## src/rtl/irq_controller.sv

```systemverilog
// rtl/irq_controller.sv - fixed-priority interrupt controller driving the core's active-low nIRQ
//
// Purpose: latches up to NUM_SRC interrupt requests, masks them with per-source
// enables and a global enable, resolves by fixed priority (lowest index wins)
// and runs an IDLE/REQ/SERVICE claim/EOI handshake that holds nIRQ low only in REQ.
//
// Ports:
//   clk        clock, all state updates on the rising edge
//   reset      asynchronous active-high reset
//   irq_src    [NUM_SRC] request lines, active high
//   memaddr    [32] core data address
//   memwrite   core write strobe
//   writedata  [32] core write data
//   irq_sel    high when memaddr falls in the 32-byte register window
//   irq_rdata  [32] combinational read data, 0 when not selected
//   nIRQ       registered active-low interrupt request to the core
//
// Build option: define IRQCTRL_EDGE_EN for rising-edge capture of irq_src;
// otherwise every cycle a source is high sets its pending bit (level mode).

module irq_controller #(
    parameter int          NUM_SRC   = 8,
    parameter logic [31:0] BASE_ADDR = 32'hFFFF_0000
) (
    input  logic               clk,
    input  logic               reset,
    input  logic [NUM_SRC-1:0] irq_src,
    input  logic [31:0]        memaddr,
    input  logic               memwrite,
    input  logic [31:0]        writedata,
    output logic               irq_sel,
    output logic [31:0]        irq_rdata,
    output logic               nIRQ
);

    typedef enum logic [1:0] {IDLE, REQ, SERVICE} state_t;

    localparam logic [31:0] SRC_MASK = (NUM_SRC >= 32) ? 32'hFFFF_FFFF
                                                       : ((32'd1 << NUM_SRC) - 32'd1);

    state_t      state, state_n;
    logic [31:0] enable;
    logic [31:0] pending;
    logic        gen;
    logic        active_valid;
    logic [4:0]  active_id;
    logic        nirq_q;

    logic [31:0] src32;
    logic [31:0] set_vec;
    logic [31:0] clr_vec;
    logic [31:0] eligible;
    logic        any_el;
    logic [4:0]  cur_id;
    logic [2:0]  off;
    logic        wr;
    logic        claim_wr;
    logic        eoi_wr;
    logic        claim_ok;
    logic        eoi_ok;
    logic [1:0]  unused_addr_bits;

    assign unused_addr_bits = memaddr[1:0];

    always_comb begin
        src32 = '0;
        src32[NUM_SRC-1:0] = irq_src;
    end

`ifdef IRQCTRL_EDGE_EN
    // prev starts at 0, so a source already high when reset releases counts as an edge.
    logic [31:0] prev;

    always_ff @(posedge clk or posedge reset) begin
        if (reset) prev <= '0;
        else       prev <= src32;
    end

    assign set_vec = src32 & ~prev;
`else
    assign set_vec = src32;
`endif

    assign irq_sel  = (memaddr[31:5] == BASE_ADDR[31:5]);
    assign off      = memaddr[4:2];
    assign wr       = irq_sel && memwrite;
    assign claim_wr = wr && (off == 3'd3);
    assign eoi_wr   = wr && (off == 3'd4);

    assign eligible = pending & enable;
    assign any_el   = |eligible;

    // Scan high to low so the lowest set index is the one left in cur_id.
    always_comb begin
        cur_id = '0;
        for (int i = 31; i >= 0; i--) begin
            if (eligible[i]) cur_id = 5'(i);
        end
    end

    always_comb begin
        state_n  = state;
        claim_ok = 1'b0;
        eoi_ok   = 1'b0;
        unique case (state)
            IDLE: begin
                if (gen && any_el) state_n = REQ;
            end
            REQ: begin
                // Losing eligibility takes precedence; a claim then has nothing to take.
                if (!gen || !any_el) begin
                    state_n = IDLE;
                end else if (claim_wr) begin
                    claim_ok = 1'b1;
                    state_n  = SERVICE;
                end
            end
            SERVICE: begin
                if (eoi_wr && (writedata[4:0] == active_id)) begin
                    eoi_ok  = 1'b1;
                    state_n = IDLE;
                end
            end
            default: state_n = IDLE;
        endcase
    end

    assign clr_vec = claim_ok ? (32'd1 << cur_id) : 32'd0;

    always_ff @(posedge clk or posedge reset) begin
        if (reset) begin
            state        <= IDLE;
            nirq_q       <= 1'b1;
            enable       <= '0;
            pending      <= '0;
            gen          <= 1'b0;
            active_valid <= 1'b0;
            active_id    <= '0;
        end else begin
            state   <= state_n;
            nirq_q  <= (state_n != REQ);
            // A new set on the claimed source in the same cycle wins over the clear.
            pending <= ((pending & ~clr_vec) | set_vec) & SRC_MASK;
            if (wr && (off == 3'd1)) enable <= writedata & SRC_MASK;
            if (wr && (off == 3'd5)) gen    <= writedata[0];
            if (claim_ok) begin
                active_valid <= 1'b1;
                active_id    <= cur_id;
            end else if (eoi_ok) begin
                active_valid <= 1'b0;
                active_id    <= '0;
            end
        end
    end

    assign nIRQ = nirq_q;

    always_comb begin
        irq_rdata = '0;
        if (irq_sel) begin
            unique case (off)
                3'd0: irq_rdata = src32;
                3'd1: irq_rdata = enable;
                3'd2: irq_rdata = pending;
                3'd3: irq_rdata = {any_el, 26'd0, cur_id};
                3'd4: irq_rdata = '0;
                3'd5: irq_rdata = {31'd0, gen};
                3'd6: irq_rdata = {active_valid, 26'd0, active_id};
                3'd7: irq_rdata = '0;
                default: irq_rdata = '0;
            endcase
        end
    end

endmodule
```

## config.mk

```make
export PLATFORM = sky130hd
export DESIGN_NAME = irq_controller
export DESIGN_NICKNAME = d
export VERILOG_FILES = /design/src/rtl/irq_controller.sv
export SDC_FILE = /design/constraint.sdc
export NUM_CORES = 1
export LEC_CHECK = 0
export ABC_AREA = 1
export CAP_MARGIN = 10
export CORE_MARGIN = 2
export CORE_UTILIZATION = 30
export CTS_BUF_LIST = sky130_fd_sc_hd__clkbuf_4 sky130_fd_sc_hd__clkbuf_8 sky130_fd_sc_hd__clkbuf_16
export DETAILED_ROUTE_END_ITERATION = 10
export PLACE_DENSITY = 0.73
export SYNTH_ARGS = -nofsm -noshare
export SYNTH_HDL_FRONTEND = slang
export SYNTH_SLANG_ARGS = --single-unit
```

## constraint.sdc

```tcl
create_clock -name clk -period 1.42 [get_ports clk]
set_input_delay 0.142 -clock clk [delete_from_list [all_inputs] [get_ports clk]]
set_output_delay 0.142 -clock clk [all_outputs]
set_load 0.05 [all_outputs]
```

[Yosys cells after proc, flatten, opt, wreduce, memory -nomap -nowiden]
Index checks and enable logic that the tools add are counted.
Storage, ports and cells
  input port bits: 75
  bits in latches: 0
  bits in read-only memories: 0
  memories: 0
  register bits after elaboration: 26
  RAM bits: 0
Operators by class
  $add $sub $neg: 0
  shift operators: 1
  $mul: 0
  bitwise gates (word level): 4
  divide/modulo/power cells: 0
  reduce and logical (&&, ||, !) cells: 15
  magnitude comparators: 0
  mux-type cells: 49
  eq/ne operators: 12
Operator list (number)
  $pmux 32 s7: 1
  $mux 5: 34
  $mux 32: 1
  $reduce_or 32->1: 1
  $eq 27x27->1 const B: 1
  $and 8x8->8: 2
  $eq 3x3->1 const B: 4
  $mux 2: 4
  $mux 8: 1
  $not 8->8: 1
  $or 8x8->8: 1
  $shl 1x5->8 const A: 1
  $logic_and 1x1->1: 7
  $mux 1: 7
  $eq 3x2->1 const B: 2
  $pmux 2 s3: 1
  $eq 5x5->1: 1
  $eq 3x1->1 const B: 1
  $logic_not 3->1: 1
  $eq 2x1->1 const B: 1
  $eq 2x2->1 const B: 1
  $logic_not 1->1: 2
  $logic_not 2->1: 1
  $ne 2x1->1 const B: 1
  3 further kinds: 3

[Logic depth before layout (Yosys ltp)]
  depth in word-level cells: 37
  gate-level depth with buffers: 13

[Worst setup path before layout]
OpenSTA, ideal clock, no wires.
  kind: input-to-output
  start: input port memaddr[15]
  end: output port irq_rdata[2]
  arrival time: 1978 ps
  slack: -700 ps
  stages: 9
  cells stage by stage: inv_1 > nand2_1 > nor2_1 > nand2_1 > nor2_4 > nand2_4 > inv_1 > o21ai_0 > a41oi_1
Between the ends
  longest elaborated chain between the ends: 2
Ends and longest elaborated chain
  start: declaration: line 28  | input logic [31:0] memaddr,
  $eq 27x27->1: line 84  | assign irq_sel = (memaddr[31:5] == BASE_ADDR[31:5]);
  via irq_sel: line 31  | output logic irq_sel,
  $mux 32: line 160  | if (irq_sel) begin
  end: declaration: line 32  | output logic [31:0] irq_rdata,
The timed path passes the listed nets, and every way through them passes these cells.

[Worst setup path in the final report]
  start: register pending[2]
  end: output port irq_rdata[1]
Between the ends
  longest elaborated chain between the ends: 6
Ends and longest elaborated chain
  start: declaration: line 43  | logic [31:0] pending;
  start signal: assignment: line 143  | pending <= ((pending & ~clr_vec) | set_vec) & SRC_MASK;
  $and 8x8->8: line 90  | assign eligible = pending & enable;
  $mux 5 (3 in a row): line 97  | if (eligible[i]) cur_id = 5'(i);
  $pmux 32 s7: line 161  | unique case (off)
  $mux 32: line 160
No other way between the ends. The select of a mux whose other input is x is not followed.

==> results.yml <==
outcome:
  status: "finished with violations"
  violations: "setup timing"
drt:
  post_drt_wl_per_cell_um: 14.6
  vias_per_cell: 4.66
  route.detailed.drc: 0
  antenna_left: 0
  wl_um: 6790
  dr.pass1.iters: 4
  via_count: 2172
  dr.first_iter.drc_count: 189
global_route:
  gr-total-overflow: 0
  first_global_vias: 2250
  grt_pass1_wl_um: 10600
  grt_max_degree: 25
  antenna_found_initial: 0
  track_usage: 0.207
cts:
  cts_tree: "yes"
  postCtsHoldBufs: 0
  clk_path_buf_depth: 2
  htree_levels: 1
  cts_made_buffers: 3
  cts.clk_slew.worst_paths_ps: 90
  cts-root-buf: "clkbuf_8"
  clock_sinks: 24
  clk_latency_ps: 270
worst_setup_path:
  worst-path-stages: 7
  r2r_setup_slack_ps: -240
  r2r-start: "pending[2]"
  timing.rr.end: "pending[0]"
  worstPathBufferInverterCount: 2
  cp_common_cell: "nand2_1"
  crit_type: "flop to output pin"
  crit_slowest_cell: "dfrtp_1"
  critPathTopFamily: "flip-flops"
  critical-path-max-stage-delay_ps: 380
  crit_end: "irq_rdata[1]"
  cp_max_fo: 3
  crit_required_ps: 1280
  cp-startpoint: "pending[2]"
  crit_arrival_ps: 1610
  worstSetupEndpointType: "output pin"
  critPathLaunchType: "flop"
  reg2reg_depth: 11
  cp_cell_sequence: "nand2_1 > nand2_2 > inv_1 > a21oi_2 > nand2_1 > a31oi_4 > buf_6"
logic_synthesis:
  synth.largest_area_cell: "dfrtp_1"
  synthTopCellsByCount: "91 x nand2_1, 38 x inv_1, 23 x buf_4, 23 x dfrtp_1, 17 x nand3_1"
  syn_avg_cell_area_um2: 6.90
  yosys_warnings: 0
  synth_edf_count: 0
  ys_ff_latch: 24
  synth_top_area_frac: 0.311
  yosysMostFrequentCell: "nand2_1"
  synthFlopType: "dfrtp_1"
  yosysUniqueCellTypes: 32
  synth_area_um2: 1850
  yosys-top-cells-area: "dfrtp_1 31%, nand2_1 18%, buf_4 9.3%"
  seq_area_frac_synth: 0.325
  ys_async_sr_fraction: 1.00
  syn-instance-count: 268
timing:
  clock.fmax_mhz: 572
  finalHoldViolCount: 0
  min_period_over_period: 1.23
  finalSetupViolCount: 23
  whs_ps: 235
  finalCriticalPeriod_ps: 1750
  fin_worst_skew_ps: 6.97
  slew_violations: 0
  grt_setup_unrepaired: "yes"
  setup_ws_ps: -329
die:
  ios: 109
  dieHeight_um: 82.5
  rows: 28
  fp.coreArea_um2: 5960
  start_util: 0.311
  dieArea_um2: 6810
  chipWidth_um: 82.5
pwr:
  vdd_drop_max_v: 0.000392
  p_leak_uw: 0.00167
  power.density_nw_per_um2: 501
layout:
  finalNetCount: 467
  multi_input_area_um2: 1310
  fillerInstances: 499
  syn2layout_area_growth_pct: 86.0
  antenna_cells: 0
  ff_latch_area_um2: 602
  drive_gt1_frac: 0.476
  design_area_um2: 3440
placed_design:
  dpl_cell_area_um2: 3020
  gp_congestion: 0.945
  io_buffers: 59
  dpl.hpwl_um: 4430
min_path:
  hold_class: "input port to asynchronous set/reset pin"
flow_run:
  cap_violations: 0
## worst register-to-register path, cell delays in order, from the launching register on
cell	delay, ps
dfrtp_1	410
nand2_1	120
nand2_2	100
inv_1	110
a21oi_2	80
buf_4	140
buf_6	120
buf_4	140
a21oi_4	130
nand2_1	70
nand2_1	70
nand2_1	60
## cell usage in the layout, fill, tap and decap left out, drive strengths merged
cell type / count
o211ai: 1
o21ai: 8
nand4: 2
clkdlybuf4s50: 18
bufinv: 1
buf: 99
nor3: 6
dfrtp: 23
a21oi: 12
a31oi: 2
a221oi: 5
a22oi: 2
dfstp: 1
nand3b: 2
a41oi: 1
nand3: 19
clkdlybuf4s15: 2
conb: 23
xnor2: 1
clkinvlp: 2
clkbuf: 6
inv: 39
dlygate4sd2: 1
nor2: 19
nand2: 96
## cell families after synthesis
group,Yosys count,synth area share
xor gates and xnor gates,1,0.00474
DFF,24,0.325
buffers and inverters,67,0.188
AOI/OAI and AO/OA,31,0.104
other,1,0.00203
and+or+nand+nor,144,0.376
## sequential cells by signal (all words and copies together), names as in the netlist
signal,count
gen,1
active_id,3
active_valid,1
state,2
nIRQ,1
enable,8
pending,8
## how the worst min path moves through the flow
| stage | end | depth (start not counted) | slack, ps |
|---|---|---|---|
| floorplan | active_id[0] | 1 | 160 |
| finish | enable[4] | 3 | 240 |
| CTS | enable[4] | 3 | 250 |
| global route | enable[6] | 3 | 280 |
| detailed placement | active_valid | 2 | 460 |
| global placement | active_valid | 2 | 460 |
## power breakdown
part | switching, µW | leakage (µW) | internal (µW)
clock | 234 | 0.0000357 | 377
sequential | 0.0000200 | 0.000285 | 683
combinational | 269 | 0.00135 | 160
total | 504 | 0.00167 | 1220
## area by class of cell
type | count | area share
Clock inverter | 1 | 0.00873
Sequential cell | 24 | 0.175
Inverter | 41 | 0.0484
Multi-Input combinational cell | 199 | 0.381
Timing Repair Buffer | 123 | 0.348
Clock buffer | 3 | 0.0120
Tap cell | 75 | 0.0273
## metal layers
metal,global-route usage,part of all wire,up-vias
met3,0.0370,0.053,22
met5,0,0,-
met2,0.374,0.52,87
met1,0.254,0.40,1020
li1,-,-,1043
met4,0.0525,0.027,0
## repair_timing
action	in CTS	in global routing
resized for setup	147	29
buffers inserted	17	7
setup endpoints to repair	26	25
pin swaps	50	24
## stage by stage
stage / TNS (ps) / std cells / util / total power (µW) / worst slack, ps
2_1_floorplan: -727 / 290 / - / 962 / -134
3_3_place_gp: -10100 / 441 / 0.507 / 1100 / -502
3_5_place_dp: -11660 / 441 / 0.507 / 1110 / -477
4_1_cts: -2150 / 461 / 0.558 / 1700 / -293
5_1_grt: -5720 / 466 / 0.578 / 1780 / -402
6_report: -3840 / 466 / 0.578 / 1720 / -329
No activity file was read; power rests on OpenSTA's default activity.
